**src/rtl/ctrl_pkg.sv**
```systemverilog
// Shared opcode, ALU, state and instruction-class definitions for the control sequencer.
package ctrl_pkg;

    localparam int unsigned OPW  = 5;
    localparam int unsigned ALUW = 5;

    localparam logic [OPW-1:0] OP_LD   = 5'b00000;
    localparam logic [OPW-1:0] OP_LDI  = 5'b00001;
    localparam logic [OPW-1:0] OP_ST   = 5'b00010;
    localparam logic [OPW-1:0] OP_ADD  = 5'b00011;
    localparam logic [OPW-1:0] OP_SUB  = 5'b00100;
    localparam logic [OPW-1:0] OP_AND  = 5'b00101;
    localparam logic [OPW-1:0] OP_OR   = 5'b00110;
    localparam logic [OPW-1:0] OP_ADDI = 5'b01100;
    localparam logic [OPW-1:0] OP_MUL  = 5'b01111;
    localparam logic [OPW-1:0] OP_DIV  = 5'b10000;
    localparam logic [OPW-1:0] OP_JR   = 5'b10100;
    localparam logic [OPW-1:0] OP_NOP  = 5'b11010;
    localparam logic [OPW-1:0] OP_HALT = 5'b11011;

    localparam logic [ALUW-1:0] ALU_NONE = 5'd0;
    localparam logic [ALUW-1:0] ALU_ADD  = 5'd1;
    localparam logic [ALUW-1:0] ALU_SUB  = 5'd2;
    localparam logic [ALUW-1:0] ALU_AND  = 5'd3;
    localparam logic [ALUW-1:0] ALU_OR   = 5'd4;
    localparam logic [ALUW-1:0] ALU_MUL  = 5'd5;
    localparam logic [ALUW-1:0] ALU_DIV  = 5'd6;

    typedef enum logic [3:0] {
        S_T0, S_T1, S_T2, S_T3, S_T4, S_T5, S_T6, S_T7, S_HALT
    } state_t;

    typedef enum logic [3:0] {
        C_ALU, C_ADDI, C_LDI, C_LD, C_ST, C_MULDIV, C_JR, C_NOP, C_HALT, C_ILLEGAL
    } iclass_t;

    typedef struct packed {
        logic pcout;
        logic pcin;
        logic incpc;
        logic marin;
        logic mdrin;
        logic mdrout;
        logic read;
        logic write;
        logic irin;
        logic yin;
        logic zin;
        logic zlowout;
        logic zhighout;
        logic hiin;
        logic loin;
        logic cout;
        logic baout;
        logic gra;
        logic grb;
        logic grc;
        logic rin;
        logic rout;
    } strobes_t;

endpackage

```
**src/rtl/control_sequencer_if.sv**
```systemverilog
// Datapath control bundle: IR/memory-ready inputs and every datapath strobe.
interface control_sequencer_if;
    import ctrl_pkg::*;

    logic [31:0]     ir;
    logic            mem_ready;
    logic            PCout, PCin, IncPC, MARin, MDRin, MDRout, Read, Write, IRin;
    logic            Yin, Zin, Zlowout, ZHighout, HIin, LOin, Cout, BAout;
    logic            Gra, Grb, Grc, Rin, Rout;
    logic [ALUW-1:0] alu_op;
    logic            run;
    logic            illegal;

    modport master (
        input  ir, mem_ready,
        output PCout, PCin, IncPC, MARin, MDRin, MDRout, Read, Write, IRin,
        output Yin, Zin, Zlowout, ZHighout, HIin, LOin, Cout, BAout,
        output Gra, Grb, Grc, Rin, Rout, alu_op, run, illegal
    );

    modport slave (
        output ir, mem_ready,
        input  PCout, PCin, IncPC, MARin, MDRin, MDRout, Read, Write, IRin,
        input  Yin, Zin, Zlowout, ZHighout, HIin, LOin, Cout, BAout,
        input  Gra, Grb, Grc, Rin, Rout, alu_op, run, illegal
    );

endinterface

```
**src/rtl/ctrl_decode.sv**
```systemverilog
// Combinational opcode to instruction-class and ALU-operation mapping.
module ctrl_decode
    import ctrl_pkg::*;
(
    input  logic [OPW-1:0]  opcode,
    output iclass_t         iclass_c,
    output logic [ALUW-1:0] alu_op_c
);

    always_comb begin
        iclass_c = C_ILLEGAL;
        alu_op_c = ALU_NONE;
        case (opcode)
            OP_ADD:  begin iclass_c = C_ALU;    alu_op_c = ALU_ADD; end
            OP_SUB:  begin iclass_c = C_ALU;    alu_op_c = ALU_SUB; end
            OP_AND:  begin iclass_c = C_ALU;    alu_op_c = ALU_AND; end
            OP_OR:   begin iclass_c = C_ALU;    alu_op_c = ALU_OR;  end
            OP_ADDI: begin iclass_c = C_ADDI;   alu_op_c = ALU_ADD; end
            OP_LDI:  begin iclass_c = C_LDI;    alu_op_c = ALU_ADD; end
            OP_LD:   begin iclass_c = C_LD;     alu_op_c = ALU_ADD; end
            OP_ST:   begin iclass_c = C_ST;     alu_op_c = ALU_ADD; end
            OP_MUL:  begin iclass_c = C_MULDIV; alu_op_c = ALU_MUL; end
            OP_DIV:  begin iclass_c = C_MULDIV; alu_op_c = ALU_DIV; end
            OP_JR:   iclass_c = C_JR;
            OP_NOP:  iclass_c = C_NOP;
            OP_HALT: iclass_c = C_HALT;
            default: ;
        endcase
    end

endmodule

```
**src/rtl/control_sequencer.sv**
```systemverilog
// Hardwired Moore control unit: fetch T0-T2, per-class execute T3-T7, memory wait states, HALT.
// Optional CTRL_ILLEGAL_TRAP_EN: unknown opcodes set a sticky illegal flag and halt.
module control_sequencer
    import ctrl_pkg::*;
(
    input logic                 clock,
    input logic                 clear,
    control_sequencer_if.master bus
);

    state_t          state;
    logic            illegal_q;
    iclass_t         iclass;
    logic [ALUW-1:0] dec_alu;
    logic [ALUW-1:0] alu;
    strobes_t        s;
    logic            unused_ir;

    assign unused_ir = ^bus.ir[26:0];

    ctrl_decode u_decode (
        .opcode   (bus.ir[31:27]),
        .iclass_c (iclass),
        .alu_op_c (dec_alu)
    );

    // Step sequencing; T1, ld T6 and st T7 hold until mem_ready
    always_ff @(posedge clock) begin
        if (clear) begin
            state     <= S_T0;
            illegal_q <= 1'b0;
        end else begin
            case (state)
                S_T0: state <= S_T1;
                S_T1: if (bus.mem_ready) state <= S_T2;
                S_T2: state <= S_T3;
                S_T3: begin
                    case (iclass)
                        C_JR, C_NOP: state <= S_T0;
                        C_HALT:      state <= S_HALT;
                        C_ILLEGAL: begin
`ifdef CTRL_ILLEGAL_TRAP_EN
                            state     <= S_HALT;
                            illegal_q <= 1'b1;
`else
                            state     <= S_T0;
`endif
                        end
                        default:     state <= S_T4;
                    endcase
                end
                S_T4: state <= S_T5;
                S_T5: state <= (iclass inside {C_LD, C_ST, C_MULDIV}) ? S_T6 : S_T0;
                S_T6: begin
                    if (iclass == C_MULDIV)
                        state <= S_T0;
                    else if (iclass == C_ST || bus.mem_ready)
                        state <= S_T7;
                end
                S_T7: if (iclass == C_LD || bus.mem_ready) state <= S_T0;
                S_HALT: state <= S_HALT;
                default: state <= S_T0;
            endcase
        end
    end

    // Moore decode of state and opcode; forced quiet while clear is high
    always_comb begin
        s   = '0;
        alu = ALU_NONE;
        if (!clear) begin
            case (state)
                S_T0: begin s.pcout = 1'b1; s.marin = 1'b1; s.incpc = 1'b1; s.zin = 1'b1; end
                S_T1: begin s.zlowout = 1'b1; s.pcin = 1'b1; s.read = 1'b1; s.mdrin = 1'b1; end
                S_T2: begin s.mdrout = 1'b1; s.irin = 1'b1; end
                S_T3: begin
                    case (iclass)
                        C_ALU, C_ADDI:      begin s.grb = 1'b1; s.rout = 1'b1;  s.yin = 1'b1; end
                        C_LDI, C_LD, C_ST:  begin s.grb = 1'b1; s.baout = 1'b1; s.yin = 1'b1; end
                        C_MULDIV:           begin s.gra = 1'b1; s.rout = 1'b1;  s.yin = 1'b1; end
                        C_JR:               begin s.gra = 1'b1; s.rout = 1'b1;  s.pcin = 1'b1; end
                        default: ;
                    endcase
                end
                S_T4: begin
                    s.zin = 1'b1;
                    alu   = dec_alu;
                    case (iclass)
                        C_ALU:    begin s.grc = 1'b1; s.rout = 1'b1; end
                        C_MULDIV: begin s.grb = 1'b1; s.rout = 1'b1; end
                        default:  s.cout = 1'b1;
                    endcase
                end
                S_T5: begin
                    s.zlowout = 1'b1;
                    case (iclass)
                        C_LD, C_ST: s.marin = 1'b1;
                        C_MULDIV:   s.loin  = 1'b1;
                        default:    begin s.gra = 1'b1; s.rin = 1'b1; end
                    endcase
                end
                S_T6: begin
                    case (iclass)
                        C_LD:     begin s.read = 1'b1; s.mdrin = 1'b1; end
                        C_ST:     begin s.gra = 1'b1; s.rout = 1'b1; s.mdrin = 1'b1; end
                        C_MULDIV: begin s.zhighout = 1'b1; s.hiin = 1'b1; end
                        default: ;
                    endcase
                end
                S_T7: begin
                    if (iclass == C_LD) begin
                        s.mdrout = 1'b1; s.gra = 1'b1; s.rin = 1'b1;
                    end else begin
                        s.write = 1'b1;
                    end
                end
                default: ;
            endcase
        end
    end

    assign bus.PCout    = s.pcout;
    assign bus.PCin     = s.pcin;
    assign bus.IncPC    = s.incpc;
    assign bus.MARin    = s.marin;
    assign bus.MDRin    = s.mdrin;
    assign bus.MDRout   = s.mdrout;
    assign bus.Read     = s.read;
    assign bus.Write    = s.write;
    assign bus.IRin     = s.irin;
    assign bus.Yin      = s.yin;
    assign bus.Zin      = s.zin;
    assign bus.Zlowout  = s.zlowout;
    assign bus.ZHighout = s.zhighout;
    assign bus.HIin     = s.hiin;
    assign bus.LOin     = s.loin;
    assign bus.Cout     = s.cout;
    assign bus.BAout    = s.baout;
    assign bus.Gra      = s.gra;
    assign bus.Grb      = s.grb;
    assign bus.Grc      = s.grc;
    assign bus.Rin      = s.rin;
    assign bus.Rout     = s.rout;
    assign bus.alu_op   = alu;
    assign bus.run      = !clear && (state != S_HALT);
    assign bus.illegal  = illegal_q && !clear;

endmodule
```
**src/flat_wrapper.sv**
```systemverilog
// flat-port wrapper written by rule: the top's interface ports become plain ports
module control_sequencer_flat import ctrl_pkg::*;
  (clock, clear, bus_ir, bus_mem_ready, bus_PCout, bus_PCin, bus_IncPC, bus_MARin, bus_MDRin, bus_MDRout, bus_Read, bus_Write, bus_IRin, bus_Yin, bus_Zin, bus_Zlowout, bus_ZHighout, bus_HIin, bus_LOin, bus_Cout, bus_BAout, bus_Gra, bus_Grb, bus_Grc, bus_Rin, bus_Rout, bus_alu_op, bus_run, bus_illegal);
  control_sequencer_if bus_i ();
  input logic clock;
  input logic clear;
  input wire logic [$bits(bus_i.ir)-1:0] bus_ir;
  input wire logic [$bits(bus_i.mem_ready)-1:0] bus_mem_ready;
  output wire logic [$bits(bus_i.PCout)-1:0] bus_PCout;
  output wire logic [$bits(bus_i.PCin)-1:0] bus_PCin;
  output wire logic [$bits(bus_i.IncPC)-1:0] bus_IncPC;
  output wire logic [$bits(bus_i.MARin)-1:0] bus_MARin;
  output wire logic [$bits(bus_i.MDRin)-1:0] bus_MDRin;
  output wire logic [$bits(bus_i.MDRout)-1:0] bus_MDRout;
  output wire logic [$bits(bus_i.Read)-1:0] bus_Read;
  output wire logic [$bits(bus_i.Write)-1:0] bus_Write;
  output wire logic [$bits(bus_i.IRin)-1:0] bus_IRin;
  output wire logic [$bits(bus_i.Yin)-1:0] bus_Yin;
  output wire logic [$bits(bus_i.Zin)-1:0] bus_Zin;
  output wire logic [$bits(bus_i.Zlowout)-1:0] bus_Zlowout;
  output wire logic [$bits(bus_i.ZHighout)-1:0] bus_ZHighout;
  output wire logic [$bits(bus_i.HIin)-1:0] bus_HIin;
  output wire logic [$bits(bus_i.LOin)-1:0] bus_LOin;
  output wire logic [$bits(bus_i.Cout)-1:0] bus_Cout;
  output wire logic [$bits(bus_i.BAout)-1:0] bus_BAout;
  output wire logic [$bits(bus_i.Gra)-1:0] bus_Gra;
  output wire logic [$bits(bus_i.Grb)-1:0] bus_Grb;
  output wire logic [$bits(bus_i.Grc)-1:0] bus_Grc;
  output wire logic [$bits(bus_i.Rin)-1:0] bus_Rin;
  output wire logic [$bits(bus_i.Rout)-1:0] bus_Rout;
  output wire logic [$bits(bus_i.alu_op)-1:0] bus_alu_op;
  output wire logic [$bits(bus_i.run)-1:0] bus_run;
  output wire logic [$bits(bus_i.illegal)-1:0] bus_illegal;
  assign bus_i.ir = bus_ir;
  assign bus_i.mem_ready = bus_mem_ready;
  assign bus_PCout = bus_i.PCout;
  assign bus_PCin = bus_i.PCin;
  assign bus_IncPC = bus_i.IncPC;
  assign bus_MARin = bus_i.MARin;
  assign bus_MDRin = bus_i.MDRin;
  assign bus_MDRout = bus_i.MDRout;
  assign bus_Read = bus_i.Read;
  assign bus_Write = bus_i.Write;
  assign bus_IRin = bus_i.IRin;
  assign bus_Yin = bus_i.Yin;
  assign bus_Zin = bus_i.Zin;
  assign bus_Zlowout = bus_i.Zlowout;
  assign bus_ZHighout = bus_i.ZHighout;
  assign bus_HIin = bus_i.HIin;
  assign bus_LOin = bus_i.LOin;
  assign bus_Cout = bus_i.Cout;
  assign bus_BAout = bus_i.BAout;
  assign bus_Gra = bus_i.Gra;
  assign bus_Grb = bus_i.Grb;
  assign bus_Grc = bus_i.Grc;
  assign bus_Rin = bus_i.Rin;
  assign bus_Rout = bus_i.Rout;
  assign bus_alu_op = bus_i.alu_op;
  assign bus_run = bus_i.run;
  assign bus_illegal = bus_i.illegal;
  control_sequencer u_core (.clock(clock), .clear(clear), .bus(bus_i));
endmodule
```
**config.mk**
```make
export PLATFORM = sky130hd
export DESIGN_NAME = control_sequencer_flat
export DESIGN_NICKNAME = d
export VERILOG_FILES = /design/src/rtl/ctrl_pkg.sv /design/src/rtl/control_sequencer_if.sv /design/src/rtl/ctrl_decode.sv /design/src/rtl/control_sequencer.sv /design/src/flat_wrapper.sv
export SDC_FILE = /design/constraint.sdc
export NUM_CORES = 1
export LEC_CHECK = 0
export ABC_CLOCK_PERIOD_IN_PS = 4200
export CORE_MARGIN = 4
export CORE_UTILIZATION = 35
export CTS_CLUSTER_SIZE = 24
export DETAILED_ROUTE_END_ITERATION = 16
export DONT_BUFFER_PORTS = 1
export GPL_TIMING_DRIVEN = 0
export RECOVER_POWER = 100
export SYNTH_ARGS = -nofsm -noshare
export SYNTH_HDL_FRONTEND = slang
export SYNTH_SLANG_ARGS = --single-unit
```
**constraint.sdc**
```tcl
create_clock -name clock -period 4.2 [get_ports clock]
set_clock_uncertainty 0.15 [all_clocks]
set_input_delay 0.84 -clock clock [delete_from_list [all_inputs] [get_ports clock]]
set_output_delay 0.84 -clock clock [all_outputs]
set_load 0.05 [all_outputs]
```
==> results of run 1 <==
power by group:
group          internal [mW]  switching (mW)
sequential            0.0408         0.00300
combinational         0.0337          0.0961
clock                 0.0318          0.0137
stage by stage:
stage	power (mW)	setup TNS (ns)	util	setup WS, ns
floorplan	0.154	0	-	0.177
global placement	0.170	-0.142	0.400	-0.0942
global route	0.238	0	0.424	0.0853
CTS	0.223	0	0.434	0.254
finish	0.219	0	0.424	0.200
detailed placement	0.174	-0.161	0.420	-0.101
metal layers:
metal / share of wire / global-route usage / up-vias / wire [µm]
met1: 0.43 / 0.223 / 533 / 1320
met2: 0.49 / 0.279 / 35 / 1480
li1: - / - / 566 / -
met3: 0.066 / 0.0298 / 4 / 201
met4: 0.012 / 0.0601 / 0 / 36
met5: 0 / 0 / - / 0
cell families after synthesis:
family	count (synthesis)	synth area share
simple gates	81	0.456
compound gates	36	0.262
buf+inv	23	0.126
xor+xnor	4	0.0365
flops	4	0.0834
mux	3	0.0313
other cells	1	0.00391
worst max-delay path, stage by stage:
cell and delay, ns:
buf_6 0.11, nor4_1 0.34, a2bb2oi_1 0.33, nor4_2 1.02
buf_4 0.36
cell type report:
cell class	count	area [µm²]	area share
plain buffers	22	114	0.105
clock buffers	3	22.5	0.0209
inverters	1	3.75	0.00348
multi-input cells	127	811	0.751
flip-flops and latches	4	80.1	0.0742
well taps	30	37.5	0.0348
repair buffers	2	11.3	0.0104
placed cells by master, fill, tap and decap left out, types with 4 or more instances in the layout:
cell type / count
o21ai_0: 9
dfxtp_1: 4
nand2b_1: 9
a21oi_1: 9
nor4_2: 7
nor4_1: 4
nor3_1: 8
nor2_1: 17
clkbuf_1: 15
buf_4: 5
nand2_1: 13
timing repair:
item,CTS,global route
setup buffers,0,0
gates resized for setup,2,0
endpoints found under the hold margin,0,0
endpoints found under the setup margin,2,0
worst paths after layout:
check,endpoint,from
min,u_core.state[0],u_core.state[0]
min reg2reg,u_core.state[0],u_core.state[0]
max reg2reg,u_core.state[2],u_core.state[3]
max,bus_ZHighout,bus_ir[29]
==> results.md, run 1 <==
- Die height: around 60 µm
- Worst Hold Depth: 4
- Die width: 60.4 µm
- Crit path required time: 3.21 ns
- Number of global-route vias before repair: 1027
- Routed Antenna Nets: 0
- Largest net degree at the start of global routing: 11
- PD cells: 203 nW/µm²
- Area contributors post-synth: dfxtp_1 (8.3%), nor4_1 (7.2%), nor2_1 (6.6%)
- Total die area: between 3000 and 4000 µm²
- Most instantiated cells after synthesis: nor2_1 (17), nand2_1 (13), clkbuf_1 (12), nor4_1 (11)
- Core Region: 2540 µm²
- Maximum buffer depth of the clock tree: 2
- Synth-to-layout area growth: 12.5%
- Final Max Tran Viols: 2
- Post-route cell area: 1080 µm²
- Status: finished with violations
- Buffers on Ports: 0
- Hold Crit Class: reg -> reg
- First-pass GRT wire length: about 4900 µm
- Total gr overflow: 0
- Cell area after synthesis: 960 µm²
- Least-Margin Pin Slew: 1.57 ns
- Maximum net fanout on the critical path: 9
- Iteration count of the initial detailed-routing pass: 4
- GRT Total Usage: 0.170
- Placed instance area: between 1000 and 1500 µm²
- Peak VDD IR: 0.158 mV
- Initial Util: 0.377
- # clock sinks: 4
- Maximum clock rate: ~250 MHz
- Diode count: 0
- Tcrit/Tclk final: 0.952
- Final hold slack: roughly 0.55 ns
- Setup crit start kind: primary input
- Post-layout min period: 4.00 ns
- CTS H-tree depth: 1
- Inst Count DP: 186
- Yosys cell types: 41
- Share of cells above drive strength 1: 0.157
- WP data arrival: about 3.0 ns
- Final Setup Violations: 0
- #FFs+latches synth: 4
- Post-synth top area share: 0.0834
- Ys flop type: dfxtp_1
- Clk slew on worst S/H paths: 0.03 ns
- Final Hold Viols: 0
- Crit Path Class: in -> out
- YS warnings: 0
- Register area share after synthesis: 0.0834
- WL per Instance: 16.1 µm
- Routed vias/inst: 6.02
- Area leader, netlist: dfxtp_1
- Post-synth EDFFs: 0
- Final net count: around 200
- Hold buffers post-CTS: 0
- Reg2Reg Depth: 6
- Clock latency on the worst-skew pair: 0.23 ns
- Biggest register: u_core.state
- Number of antenna violations at the first check in global routing: 0
- Mapped Cells: 152
- Clk root buf: clkbuf_4
- Max-cap viol count: 3
- CTS tree: built
- R2R setup slack: 2.16 ns
- Fill cells: 277
- IO Pins: 64
- Most numerous cell in the Yosys netlist: nor2_1
- # rows: 18
- RSZ-0062 raised after global routing: no
- Asr flop ratio synth: 0
- Max reg flops: 4
- Slew headroom: -0.0457
- Failing checks: max-capacitance violations, max-slew violations
- Post-Syn Area per Cell: 6.31 µm²
- Setup crit end kind: output pin
- Final cell count without fillers: about 190
- CTS buffer count: 3
- Total number of vias: 1138
- DP Wirelength: 2300 µm
- First DRT Iteration DRCs: 101
- Detailed Route WL: 3040 µm
- # DRC: 0
- Largest registers: u_core.state: 4 flops
- Lkg Pwr: 0.341 nW
- RD Place Congestion: around 0.85
No activity file was read; power rests on OpenSTA's default activity.
==> run 2: changes to the inputs <==
--- a/config.mk
+++ b/config.mk
@@ -13,6 +13,7 @@
 export DONT_BUFFER_PORTS = 1
 export GPL_TIMING_DRIVEN = 0
 export RECOVER_POWER = 100
+export SLEW_MARGIN = 20
 export SYNTH_ARGS = -nofsm -noshare
 export SYNTH_HDL_FRONTEND = slang
 export SYNTH_SLANG_ARGS = --single-unit
==> constraint.sdc (replaced) <==
create_clock -name clock -period 4.2 [get_ports clock]
set_clock_uncertainty 0.15 [all_clocks]
set_input_delay 0.84 -clock clock [delete_from_list [all_inputs] [get_ports clock]]
set_output_delay 0.84 -clock clock [all_outputs]
set_load 0.01 [all_outputs]
==> run 2 against run 1 <==
Against the previous run:
- the run now ends clean
- fmax increased by 9.9%
- first-iteration DRC count down 23%
- highest routed layer unchanged
- power shrank 18%
- routed wire length up 0.92%
- final cell count decreased by 1.1%
- hold slack got worse by 0.0043 ns
- cell area decreased by 8.1%
==> results.md, run 2 (synthesis gave the netlist of run 1 again) <==
- Maximum buffer depth of the clock tree: 2 (unchanged)
- Combinational share of power: 0.500 (was 0.592)
- # DRC: 0 (unchanged)
- Clock latency on the worst-skew pair: 0.23 ns (about the same)
- Inst Count DP: 184 (was 186)
- WP data arrival: 2.65 ns (was 3.01 ns)
- Slew headroom: 0.454 (was -0.0457)
- Total die area: 3640 µm² (unchanged)
- Sw frac: 0.429 (was 0.515)
- GRT Total Usage: 0.165 (was 0.170)
- Routed Antenna Nets: 0 (unchanged)
- Crit-path cells: clkbuf_1 -> clkbuf_1 -> xnor2_1 -> mux2i_1 -> o21ai_0 -> o21ai_0 -> a221oi_1 (was buf_6 -> nor4_1 -> a2bb2oi_1 -> nor4_2 -> buf_4)
- Tcrit/Tclk final: 0.867 (was 0.952)
- CTS H-tree depth: 1 (unchanged)
- CTS tree: built (unchanged)
- Die width: 60.4 µm (unchanged)
- PD cells: 182 nW/µm² (was 203 nW/µm²)
- Maximum clock rate: 275 MHz (was 250 MHz)
- Setup crit end kind: output pin (unchanged)
- Most frequent cells in the layout: clkbuf_1 (18), nor2_1 (17), nand2_1 (13) (was nor2_1 (17), clkbuf_1 (15), nand2_1 (13))
- Post-route cell area: 992 µm² (was 1080 µm²)
- Total number of vias: 1155 (was 1138)
- Placed instance area: 1000 µm² (was 1070 µm²)
- IO Pins: 64 (unchanged)
- Setup crit start kind: primary input (unchanged)
- Final Max Tran Viols: 0 (was 2)
- Post-layout min period: 3.64 ns (was 4.00 ns)
- Initial Util: 0.377 (unchanged)
- Status: complete, no violations (was finished with violations)
- Share of cells above drive strength 1: 0.0701 (was 0.157)
- Buffers on Ports: 0 (unchanged)
- Hold Crit Class: reg -> reg (unchanged)
- Internal: 0.103 mW (was 0.106 mW)
- RD Place Congestion: 0.851 (was 0.849)
- Post-CTS Setup Bufs: 0 (unchanged)
- WL per Instance: 16.4 µm (was 16.1 µm)
- Worst Hold Depth: 4 (unchanged)
- Core Region: 2540 µm² (unchanged)
- Crit path required time: 3.21 ns (about the same)
- First-pass GRT wire length: 4750 µm (was 4860 µm)
- First DRT Iteration DRCs: 78 (was 101)
- Final cell count without fillers: 187 (was 189)
- Final net count: 194 (was 196)
- RSZ-0062 raised after global routing: no (unchanged)
- Biggest register: u_core.state (unchanged)
- Largest net degree at the start of global routing: 11 (unchanged)
- RR Endpoint: u_core.state[2] (unchanged)
- Total gr overflow: 0 (unchanged)
- Clk slew on worst S/H paths: 0.04 ns (was 0.03 ns)
- Final Setup Violations: 0 (unchanged)
- Hold endpoint: u_core.state[0] (unchanged)
- TNS Setup: 0 ns (unchanged)
- R2R setup slack: 2.22 ns (was 2.16 ns)
- Crit path largest cell delay: 0.47 ns (was 1.02 ns)
- Most common cell after layout, fill and taps aside: clkbuf_1 (was nor2_1)
- Die height: 60.4 µm (unchanged)
- Hold_sp: u_core.state[1] (was u_core.state[0])
- # resized after CTS: 0 (was 2)
- Peak VDD IR: 0.144 mV (was 0.158 mV)
- Final Hold Viols: 0 (unchanged)
- Routed vias/inst: 6.18 (was 6.02)
- Reg2Reg Depth: 6 (unchanged)
- Hold buffers post-CTS: 0 (unchanged)
- Synth-to-layout area growth: 3.39% (was 12.5%)
- Lkg Pwr: 0.314 nW (was 0.341 nW)
- Clk pwr share: 0.257 (was 0.208)
- Utilization after layout: 0.390 (was 0.424)
- R2R Path Start: u_core.state[3] (unchanged)
- CTS buffer count: 3 (unchanged)
- Least-Margin Pin Slew: 0.816 ns (was 1.57 ns)
- # clock sinks: 4 (unchanged)
- DP Wirelength: 2290 µm (was 2300 µm)
- Seq pwr share: 0.243 (was 0.200)
- Clk root buf: clkbuf_4 (unchanged)
- Crit Path Class: in -> out (unchanged)
- Max-cap viol count: 0 (was 3)
- NetSw: 0.0774 mW (was 0.113 mW)
- Max reg flops: 4 (unchanged)
- Iteration count of the initial detailed-routing pass: 4 (unchanged)
- Detailed Route WL: 3070 µm (was 3040 µm)
- # rows: 18 (unchanged)
- Maximum net fanout on the critical path: 10 (was 9)
- Final hold slack: 0.550 ns (was 0.554 ns)
- Number of global-route vias before repair: 1071 (was 1027)
- CP max-delay cell: a221oi_1 (was nor4_2)
- Number of antenna violations at the first check in global routing: 0 (unchanged)
- Largest registers: u_core.state: 4 flops (unchanged)
- Diode count: 0 (unchanged)
[run 2: power groups by stage]
stage | Clock [mW] | Combinational (mW) | Sequential, mW
final | 0.0463 | 0.0902 | 0.0438
after global routing | 0.0503 | 0.0994 | 0.0441
after CTS | 0.0495 | 0.0920 | 0.0437
after detailed placement | 0 | 0.0920 | 0.0443
after global placement | 0 | 0.0913 | 0.0441
after floorplan | 0 | 0.0754 | 0.0436
[run 2: worst max path at each step]
stage,start,end,slack (ns)
2_1_floorplan,bus_ir[27],bus_Gra,1.02
3_3_place_gp,bus_ir[29],bus_Rout,0.76
3_5_place_dp,bus_ir[29],bus_Rout,0.74
4_1_cts,bus_ir[29],bus_Rout,0.74
5_1_grt,bus_ir[29],bus_Rout,0.44
6_report,bus_ir[29],bus_Rout,0.56
[run 2: area by class of cell]
| type | instances | area (µm²) |
|---|---|---|
| Fill cell | 287 | 1550 |
| Clock buffer | 3 | 22.5 |
| Multi-Input combinational cell | 127 | 754 |
| Buffer | 22 | 93.8 |
| Sequential cell | 4 | 80.1 |
| Inverter | 1 | 3.75 |
| Tap cell | 30 | 37.5 |
[run 2: worst max-delay path: cells and delay by family]
family,cells,cell delay [ns]
multiplexers,1,0.08
XOR/XNOR,1,0.17
buffers and inverters,2,0.66
AO/OA/AOI/OAI,3,0.90
[run 2: metal layers]
metal  up-vias  GRT usage  wire length [µm]
li1        566          -                 -
met1       528      0.224              1270
met2        55      0.258              1470
met3         6     0.0255               268
met4         0     0.0759                56
met5         -          0                 0
[run 2: stage by stage]
stage | power (mW) | worst slack, ns
after detailed placement | 0.136 | 0.745
after CTS | 0.185 | 0.743
after floorplan | 0.119 | 1.02
after global placement | 0.135 | 0.756
after global routing | 0.194 | 0.437
final | 0.180 | 0.559
==> run 3: changes to the inputs <==
--- a/config.mk
+++ b/config.mk
@@ -13,6 +13,7 @@
 export DONT_BUFFER_PORTS = 1
 export GPL_TIMING_DRIVEN = 0
 export RECOVER_POWER = 100
+export REMOVE_ABC_BUFFERS = 1
 export SLEW_MARGIN = 20
 export SYNTH_ARGS = -nofsm -noshare
 export SYNTH_HDL_FRONTEND = slang
==> run 3 against run 2 <==
Against the previous run:
- worst setup slack improved by 0.12 ns
- power decreased by 11%
- sequential power increased by 16%
- non-clock buffer count decreased by 22
- via count decreased by 9.6%
- critical endpoint is now bus_Gra
==> results.md, run 3 (synthesis gave the netlist of run 1 again) <==
- Status: complete, no violations (unchanged)
- Reg2Reg Depth: 5 (was 6)
- Largest net degree at the start of global routing: 23 (was 11)
- R2R Path Start: u_core.state[2] (was u_core.state[3])
- Core Region: 2540 µm² (unchanged)
- TNS Setup: 0 ns (unchanged)
- RSZ-0062 raised after global routing: no (unchanged)
- GRT Total Usage: 0.152 (was 0.165)
- CTS buffer count: 3 (unchanged)
- Pre-CTS setup slack: 0.907 ns (was 0.745 ns)
- Final net count: 172 (was 194)
- # DRC: 0 (unchanged)
- Hold endpoint: u_core.state[3] (was u_core.state[0])
- Initial Util: 0.377 (unchanged)
- PD cells: 178 nW/µm² (was 182 nW/µm²)
- RD Place Congestion: 0.818 (was 0.851)
- Crit Path Class: reg -> out (was in -> out)
- Post-CTS Setup Bufs: 0 (unchanged)
- Setup crit end kind: output pin (unchanged)
- Clk root buf: clkbuf_4 (unchanged)
- CTS H-tree depth: 1 (unchanged)
- Tcrit/Tclk final: 0.837 (was 0.867)
- Maximum clock rate: 284 MHz (was 275 MHz)
- Total gr overflow: 0 (unchanged)
- Final setup margin: 0.683 ns (was 0.559 ns)
- Crit path required time: 3.21 ns (about the same)
- Setup crit start kind: flip-flop (was primary input)
- # rows: 18 (unchanged)
- Largest registers: u_core.state: 4 flops (unchanged)
- Final Setup Violations: 0 (unchanged)
- R2R setup slack: 1.94 ns (was 2.22 ns)
- Die height: 60.4 µm (unchanged)
- IO Pins: 64 (unchanged)
- Post-layout min period: 3.52 ns (was 3.64 ns)
- Die width: 60.4 µm (unchanged)
- Clk slew on worst S/H paths: 0.04 ns (about the same)
- Worst Hold Depth: 1 (was 4)
- First DRT Iteration DRCs: 25 (was 78)
- Hold buffers post-CTS: 0 (unchanged)
- Routed Antenna Nets: 0 (unchanged)
- Critical path origin: u_core.state[0] (was bus_ir[29])
- Hold Crit Class: in -> reg (was reg -> reg)
- Maximum net fanout on the critical path: 14 (was 10)
- First-pass GRT wire length: 4400 µm (was 4750 µm)
- Share of cells above drive strength 1: 0.0593 (was 0.0701)
- RR Endpoint: u_core.state[2] (unchanged)
- Hold_sp: clear (was u_core.state[1])
- Slew headroom: 0.362 (was 0.454)
- # resized after CTS: 0 (unchanged)
- Clock latency on the worst-skew pair: 0.23 ns (about the same)
- Buffers on Ports: 0 (unchanged)
- Iteration count of the initial detailed-routing pass: 4 (unchanged)
- Final Hold Viols: 0 (unchanged)
- CTS tree: built (unchanged)
- Lkg Pwr: 0.276 nW (was 0.314 nW)
- Biggest register: u_core.state (unchanged)
- WL per Instance: 16.1 µm (was 16.4 µm)
- Least-Margin Pin Slew: 0.948 ns (was 0.816 ns)
- Synth-to-layout area growth: -6.39% (was 3.39%)
- Power consumption: 0.160 mW (was 0.180 mW)
- Most frequent cells in the layout: nor2_1 (17), nand2_1 (13), nor4_1 (11) (was clkbuf_1 (18), nor2_1 (17), nand2_1 (13))
- Number of antenna violations at the first check in global routing: 0 (unchanged)
- Diode count: 0 (unchanged)
- Max-cap viol count: 0 (unchanged)
- Routed vias/inst: 6.33 (was 6.18)
- WP data arrival: 2.53 ns (was 2.65 ns)
- Detailed Route WL: 2660 µm (was 3070 µm)
- Peak VDD IR: 0.149 mV (was 0.144 mV)
- DP Wirelength: 1950 µm (was 2290 µm)
- Final Max Tran Viols: 0 (unchanged)
- Total die area: 3640 µm² (unchanged)
- Most common cell after layout, fill and taps aside: nor2_1 (was clkbuf_1)
- Max reg flops: 4 (unchanged)
- Maximum buffer depth of the clock tree: 2 (unchanged)
- Total number of vias: 1044 (was 1155)
- # clock sinks: 4 (unchanged)
- Number of global-route vias before repair: 951 (was 1071)
[run 3: stage by stage]
stage	instance area (µm²)	hold slack (ns)	instances	utilization
floorplan	850	0.485	132	-
global placement	887	0.586	162	0.349
detailed placement	887	0.583	162	0.349
CTS	910	0.525	165	0.357
global route	898	0.519	165	0.353
finish	898	0.531	165	0.353
[run 3: final cells by class]
class / count / area [µm²]
clock buffer: 3 / 22.5
fill: 302 / 1650
inverter: 1 / 3.75
multi-input combinational: 127 / 754
sequential: 4 / 80.1
tap: 30 / 37.5
[run 3: how the worst max path moves through the flow]
stage | endpoint | slack, ns
after floorplan | bus_HIin | 1.17
after global placement | bus_Gra | 0.96
after detailed placement | bus_ZHighout | 0.91
after CTS | bus_Gra | 0.76
after global routing | bus_Gra | 0.55
final | bus_Gra | 0.68
[run 3: critical path, stage by stage, from the launching register on]
cell and delay, ns:
dfxtp_1 0.58, nand2_1 0.30, nor4b_1 0.68, a311oi_1 0.22, a221oi_1 0.52
[run 3: metal layers]
layer / up-vias / GRT usage / wire (µm)
li1: 523 / - / -
met1: 479 / 0.188 / 1120
met2: 40 / 0.261 / 1360
met3: 2 / 0.0383 / 154
met4: 0 / 0.0411 / 26
met5: - / 0 / 0
[run 3: power by group]
part | switching [mW] | total [mW] | internal (mW) | leakage [nW]
combinational | 0.0373 | 0.0623 | 0.0250 | 0.230
clock | 0.0149 | 0.0468 | 0.0319 | 0.0138
sequential | 0.00984 | 0.0506 | 0.0408 | 0.0328
total | 0.0620 | 0.160 | 0.0977 | 0.276
